### config.mk
export PLATFORM = sky130hd
export DESIGN_NAME = pmod_result_sender
export DESIGN_NICKNAME = d
export VERILOG_FILES = /design/src/rtl/pmod_result_sender.sv
export SDC_FILE = /design/constraint.sdc
export NUM_CORES = 1
export LEC_CHECK = 0
export CORE_MARGIN = 5
export CORE_UTILIZATION = 47
export CTS_CLUSTER_DIAMETER = 50
export DETAILED_ROUTE_END_ITERATION = 7
export PLACE_DENSITY_LB_ADDON = 0.08
export SYNTH_ARGS = -nofsm -noshare
export SYNTH_HDL_FRONTEND = slang
export SYNTH_SLANG_ARGS = --single-unit
### constraint.sdc
create_clock -name clk -period 3.1 [get_ports clk]
set_clock_uncertainty 0.2 [all_clocks]
set_input_delay 0.31 -clock clk [delete_from_list [all_inputs] [get_ports clk]]
set_output_delay 0.31 -clock clk [all_outputs]
set_load 0.005 [all_outputs]
### src/rtl/pmod_result_sender.sv
// Serial PMOD transmitter: latches {mode,result}, requests the link with t_sync,
// and once the remote acknowledges shifts the 129-bit frame out MSB first on TxD.
module pmod_result_sender #(
   parameter int BIT_CYCLES  = 1,
   parameter int ACK_TIMEOUT = 1024
) (
   input  logic         clk,
   input  logic         reset_b,
   input  logic         enable,
   input  logic         start,
   input  logic [127:0] result,
   input  logic         mode,
   input  logic         r_acknowledge,
   output logic         TxD,
   output logic         t_sync,
   output logic         busy,
   output logic         done,
   output logic         error
);

   localparam int HW = (BIT_CYCLES > 1) ? $clog2(BIT_CYCLES) : 1;
   localparam int TW = (ACK_TIMEOUT > 1) ? $clog2(ACK_TIMEOUT) : 1;
   localparam logic [HW-1:0] HOLD_LAST = HW'(BIT_CYCLES - 1);
   localparam logic [TW-1:0] TOUT_LAST = TW'(ACK_TIMEOUT - 1);

   typedef enum logic [1:0] {IDLE, REQ, SEND, FIN} state_t;

   state_t         state;
   logic [128:0]   shreg;
   logic [7:0]     bit_cntr;
   logic [HW-1:0]  hold_cntr;
   logic [TW-1:0]  tout_cntr;

   // Every output is a flop updated alongside the state, so nothing reaches the
   // pins combinationally from an input.
   always_ff @(posedge clk) begin
      if (reset_b) begin
         state     <= IDLE;
         // NOTE: the shift register is reset too, although its contents are
         // only read after a load, so the reset state is fully defined.
         shreg     <= '0;
         bit_cntr  <= '0;
         hold_cntr <= '0;
         tout_cntr <= '0;
         TxD       <= 1'b0;
         t_sync    <= 1'b0;
         busy      <= 1'b0;
         done      <= 1'b0;
         error     <= 1'b0;
      end else begin
         // NOTE: non-blocking assignments everywhere here; every branch below
         // reads the pre-edge value of shreg and the counters.
         done  <= 1'b0;
         error <= 1'b0;
         if (enable) begin
            unique case (state)
               IDLE: begin
                  if (start) begin
                     shreg     <= {mode, result};
                     tout_cntr <= '0;
                     TxD       <= 1'b0;
                     t_sync    <= 1'b1;
                     busy      <= 1'b1;
                     state     <= REQ;
                  end
               end
               REQ: begin
                  if (r_acknowledge) begin
                     bit_cntr  <= '0;
                     hold_cntr <= '0;
                     TxD       <= shreg[128];
                     state     <= SEND;
                  end else if (tout_cntr == TOUT_LAST) begin
                     error  <= 1'b1;
                     t_sync <= 1'b0;
                     busy   <= 1'b0;
                     state  <= IDLE;
                  end else begin
                     tout_cntr <= tout_cntr + 1'b1;
                  end
               end
               SEND: begin
                  if (!r_acknowledge) begin
                     // Ack lost mid-frame: the partial frame is abandoned.
                     error  <= 1'b1;
                     t_sync <= 1'b0;
                     TxD    <= 1'b0;
                     busy   <= 1'b0;
                     state  <= IDLE;
                  end else if (hold_cntr == HOLD_LAST) begin
                     hold_cntr <= '0;
                     if (bit_cntr == 8'd128) begin
                        done   <= 1'b1;
                        t_sync <= 1'b0;
                        TxD    <= 1'b0;
                        state  <= FIN;
                     end else begin
                        shreg    <= {shreg[127:0], 1'b0};
                        TxD      <= shreg[127];
                        bit_cntr <= bit_cntr + 1'b1;
                     end
                  end else begin
                     hold_cntr <= hold_cntr + 1'b1;
                  end
               end
               FIN: begin
                  busy  <= 1'b0;
                  state <= IDLE;
               end
               default: state <= IDLE;
            endcase
         end
      end
   end

endmodule

* Word-level counts from Yosys, hierarchy flattened
Index checks and enable logic that the tools add are counted.
Word-level totals: register bits 155, bits of input ports 134, output and inout port bits 5, logic and storage cells 93
Operators by class: add/sub/neg operators 3, eq/ne operators 17, muxes and demuxes 45, bitwise gates (word level) 3, reductions and logical operators 15
Operator list (number):
- $mux 129 | 4
- $pmux 129 s2 | 1
- $mux 8 | 4
- $mux 10 | 3
- $pmux 10 s2 | 1
- $reduce_and 5->1 | 4
- $mux 1 | 19
- $ne 2x2->1 const B | 9
- $pmux 8 s2 | 1
- $mux 2 | 6
- $reduce_and 6->1 | 2
- $add 10x1->10 const B | 1
- $eq 10x10->1 const B | 1
- $ne 3x3->1 const B | 3
- $add 8x1->8 const B | 1
- $eq 8x8->1 const B | 1
- $pmux 2 s4 | 1
- $reduce_and 7->1 | 1
- $pmux 1 s3 | 2
- $reduce_bool 2->1 | 3
- $reduce_or 5->1 | 1
- $eq 2x2->1 const B | 2
- $pmux 1 s2 | 2
- $pmux 1 s4 | 1
- other kinds (7) | 9

* Logic depth before layout (Yosys ltp)
depth after elaboration 5, depth in mapped cells 10, depth with buffers taken out 6

* Least setup slack after synthesis
OpenSTA, ideal clock, no wires.
kind flip-flop to flip-flop, start point register tout_cntr[1], end point register t_sync, setup time 0.123 ns, arrival time 1.918 ns, slack 0.859 ns, cell stages (with the launch flop) 6, buffers on the path 0, path through dfxtp_1 > ha_1 > nand3_2 > or4_4 > a2111oi_4 > mux2_1
Between the ends: longest elaborated chain between the ends 3
Ends and longest elaborated chain:
- start, declared | line 32 | logic [TW-1:0] tout_cntr;
- start signal, assigned | line 79 | tout_cntr <= tout_cntr + 1'b1;
- $eq 10x10->1 | line 73 | end else if (tout_cntr == TOUT_LAST) begin
- $ne 2x2->1 (no source line)
- $reduce_and 7->1 (no source line)
- end signal, assigned | line 75 | t_sync <= 1'b0;
- end signal, assigned | line 86 | t_sync <= 1'b0;
- end signal, assigned | line 94 | t_sync <= 1'b0;
- end, declared | line 15 | output logic t_sync,
Every way passes these cells. A chain may end at the register's enable or synchronous reset.

* Worst setup path after layout
start point register state[1], end point register tout_cntr[9]
Between the ends: longest elaborated chain between the ends 3, elaborated cells on any way between the ends 8, classes of those cells eq/ne: 4; mux: 1; reduce/logical: 3
Ends and longest elaborated chain:
- start, declared | line 28 | state_t state;
- start signal, assigned | line 38 | state <= IDLE;
- start signal, assigned | line 64 | state <= REQ;
- start signal, assigned | line 72 | state <= SEND;
- $eq 2x1->1 or $logic_not 2->1 (tied branches) | line 56 | unique case (state)
- $ne 2x2->1 (no source line) or $reduce_bool 2->1 (tied branches)
- $reduce_and 5->1 (no source line)
Several ways; a longest one is shown, not always the timed one.

==> reports/summary.md <==
Clock tree
• CTS buffer count: 17
• maximum clock insertion buffer count: 2
• TritonCTS clock tree: done
• buffer count from post-CTS setup fixing: 0
• Gates resized, CTS repair: 0
• H-tree Lvls: 4
• clock-pin slew of the registers on the worst-case setup and hold paths: 60 ps
• Worst-Skew Late Latency: 420 ps
• hold bufs inserted after CTS: 0
• clock root cell: clkbuf_16
• # clock sinks: 154

Worst setup path
• startpoint of the worst setup timing path: state[1]$_SDFFE_PP0P_
• FF-to-FF End: tout_cntr[9]$_SDFFE_PP0P_
• arrival time at the worst endpoint: 2610 ps
• critical path cell sequence: inv_1, ha_1, nor2b_1, nand3_1, or4_1, nand3_1
• Crit path largest cell delay: 550 ps
• type of destination of the critical path: register
• critical path class: reg2reg
• Startpoint Class: register
• worst-path fanout max: 15
• Register-to-Register Path Depth: 6
• internal reg-to-reg setup slack: 650 ps
• FF-to-FF Start: state[1]$_SDFFE_PP0P_
• CP Data Required Time: 3260 ps
• cell seen most often among critical-path stages: nand3_1
• Max stage delay cell, worst path: ha_1
• endpoint of the worst setup timing path: tout_cntr[9]$_SDFFE_PP0P_

Yosys
• adder-cell share of the synthesized area: 0.0124
• Yosys warnings: 0
• fraction of the mapped netlist area in compound gates: 0.0387
• count of distinct cell types in the synthesized netlist: 53
• cell count after synthesis: 882
• xor/xnor share of the synthesized area: 0.00543
• synthesized area divided by synthesized cell count: 9.14 um2
• fraction of the mapped netlist area in simple logic gates: 0.173
• number of nets produced by synthesis: 1024
• sequential fraction of the synthesis area: 0.383
• number of synthesized register bits: 154
• Post-Synthesis Cell Area: 8060 um2
• combinational family with the most area after synthesis: multiplexers
• fraction of synthesized area in multiplexers: 0.346

Routing
• Via-to-Cell Ratio: 5.03
• WL final: 16300 um
• number of iterations in the first detailed-routing pass: 4
• DRT antenna net count: 0
• DRC violation total after the first TritonRoute iteration: 241
• total via count in the routed design: 6125
• routed wirelength normalized by instance count: 13.4 um
• # DRC: 0

Timing
• Setup WS post-layout: 649 ps
• final number of hold-violating endpoints: 0
• worst slew margin relative to its limit: 0.590
• Setup Viol. Count Final: 0
• RSZ-0062 raised after global routing: false
• Final min period: 2450 ps
• Max Freq: 0.408 GHz
• final-report max-slew violation count: 0
• accumulated negative setup slack: 0 ps
• transition time of the tightest slew-check pin: 614 ps
• ratio of final minimum period to clock period: 0.791

Finish
• Final nets: 1129
• count of filler cells inserted in the layout: 1496
• fraction of layout instances using a drive strength above 1: 0.184
• antenna diode count: 0
• P&R area growth vs syn: 26.5%
• count of non-filler cells in the finished layout: 1218

Die
• count of boundary I/O pins: 139
• effective utilization at floorplan: 0.482
• Die X-Extent: 141 um
• row cnt: 47
• core area: 16700 um2
• die area: 19900 um2
• Die Ht: 141 um

GRT
• busiest layer in global routing: met2
• wire length of the first global-routing pass: 27600 um
• fraction of met3 tracks used by global routing: 0.0552
• GR met1 Demand/Resource: 0.227
• total congestion overflow after global routing: 0
• GRT met2 Usage: 0.250
• GRT Overall Usage: 0.166
• largest net degree at the start of global routing: 68
• antenna violations before repair: 0
• number of global-route vias before repair: 5908

Pwr
• design internal power: 3.79 mW
• relative contribution of the clock network to total power: 0.422
• worst supply voltage drop on vdd: 0.374 mV
• PwrDens: 487 nW/um2
• leakage dissipation: 4.31 nW
• switch share: 0.237
• sequential group share of total power: 0.438
• sw power: 1.17 mW
• Combinational Power Share: 0.141

Placed design
• IO Port Bufs: 138
• post-placement cell count: 1188
• Final Wtd Congestion: 0.804
• post-placement worst setup slack: 534 ps
• Final HPWL DP: 10500 um

Min path
• Hold WC Path Type: reg2reg
• number of cells traversed by the worst hold path: 2
• beginning of the worst hold path: shreg[48]$_SDFFE_PP0P_

Run status
• outcome: finished clean

Job
• max capacitance violation total: 0

-- sequential cells by signal, summed over array words and instances, names as in the netlist --
signal / cells
state: 2
error: 1
TxD: 1
bit_cntr: 8
busy: 1
tout_cntr: 10
t_sync: 1
done: 1
shreg: 129
-- through the flow --
step | cell area, um2 | util | hold slack [ps] | total power, mW
5_1_grt | 10200 | 0.610 | 274 | 5.19
2_1_floorplan | 8060 | - | 231 | 2.65
3_3_place_gp | 9600 | 0.575 | 244 | 2.91
6_report | 10200 | 0.610 | 254 | 4.96
3_5_place_dp | 9600 | 0.575 | 248 | 2.92
4_1_cts | 10200 | 0.610 | 258 | 5.03
-- critical path: cells and delay by family (launching register included) --
kind	cells	cell delay, ps
DFF	1	350
adders and majority gates	1	550
and+or+nand+nor	4	1180
buffers and inverters	1	110
-- cell usage after synthesis, drive strengths merged --
library cell	number	share of area
nor2	13	0.0061
o31ai	1	0.00093
o311ai	1	0.0011
clkbuf	37	0.017
buf	28	0.019
nand2b	2	0.0016
nand4b	3	0.0033
ha	8	0.012
nor4	2	0.0016
a21oi	3	0.0023
a221oi	1	0.0011
a41o	1	0.0012
and4	4	0.0047
nor3b	2	0.0019
nand3	12	0.0081
nor2b	3	0.0023
o211ai	2	0.0019
nand3b	1	0.00093
o21ai	10	0.0062
or4	3	0.0033
and3	1	0.00078
a22oi	1	0.00093
mux2i	132	0.16
xnor2	5	0.0054
nand4	3	0.0023
or3	2	0.0016
o21ba	1	0.0012
dfxtp	154	0.38
a211oi	3	0.0034
a31o	1	0.0011
o2111a	2	0.0028
o31a	1	0.0011
a311oi	1	0.0011
nor3	6	0.0037
nor4b	1	0.0019
o21bai	1	0.00093
a2111oi	2	0.0045
mux2	130	0.18
nand2	278	0.13
o2111ai	2	0.0022
inv	12	0.0056
a31oi	6	0.0047
-- how the worst min path moves through the flow --
stage                        endpoint
2_1_floorplan   shreg[0]$_SDFFE_PP0P_
3_3_place_gp   shreg[75]$_SDFFE_PP0P_
3_5_place_dp   shreg[11]$_SDFFE_PP0P_
4_1_cts        shreg[19]$_SDFFE_PP0P_
5_1_grt        shreg[16]$_SDFFE_PP0P_
6_report       shreg[48]$_SDFFE_PP0P_
-- final cells by class --
type	count	area, um2	share of cell area
inverters	12	52.6	0.00516
repair buffers	151	1530	0.150
clock buffers	18	439	0.0431
clock inverters	12	151	0.0149
well taps	220	275	0.0270
flip-flops and latches	154	3080	0.303
multi-input cells	651	4660	0.457
-- power groups by stage --
stage	Combinational (mW)	Clock, mW	Sequential, mW
2_1_floorplan	0.451	0	2.20
3_3_place_gp	0.700	0	2.21
3_5_place_dp	0.704	0	2.21
4_1_cts	0.707	2.15	2.17
5_1_grt	0.766	2.24	2.18
6_report	0.698	2.09	2.17
-- metal layers --
layer	wire length, um	vias up	share of wire
met2	6960	100	0.43
li1	-	3211	-
met1	8270	2795	0.51
met4	214	0	0.013
met3	897	19	0.055
met5	0	-	0
-- cell usage in the layout, fill, tap and decap left out, types with 3 or more instances in the layout --
| cell | n |
|---|---|
| clkbuf_16 | 17 |
| nand2_1 | 278 |
| clkinv_2 | 4 |
| o21ai_0 | 9 |
| mux2i_1 | 132 |
| xnor2_1 | 5 |
| nor2b_1 | 3 |
| nand4_1 | 3 |
| dfxtp_1 | 154 |
| a31oi_1 | 6 |
| nor2_1 | 13 |
| inv_1 | 11 |
| clkinv_4 | 3 |
| bufinv_16 | 3 |
| mux2_2 | 128 |
| buf_12 | 4 |
| clkdlybuf4s50_1 | 138 |
| nand3_1 | 11 |
| nand4b_1 | 3 |
| nor3_1 | 6 |
| buf_4 | 9 |
| ha_1 | 7 |
-- kinds of logic after synthesis --
kind of cell               count (synthesis)
adders and majority gates                  8
muxes                                    262
xor gates and xnor gates                   5
AOI/OAI and AO/OA                         40
buffers and inverters                     77
and+or+nand+nor                          336
DFF                                      154
No activity file was read; power rests on OpenSTA's default activity.
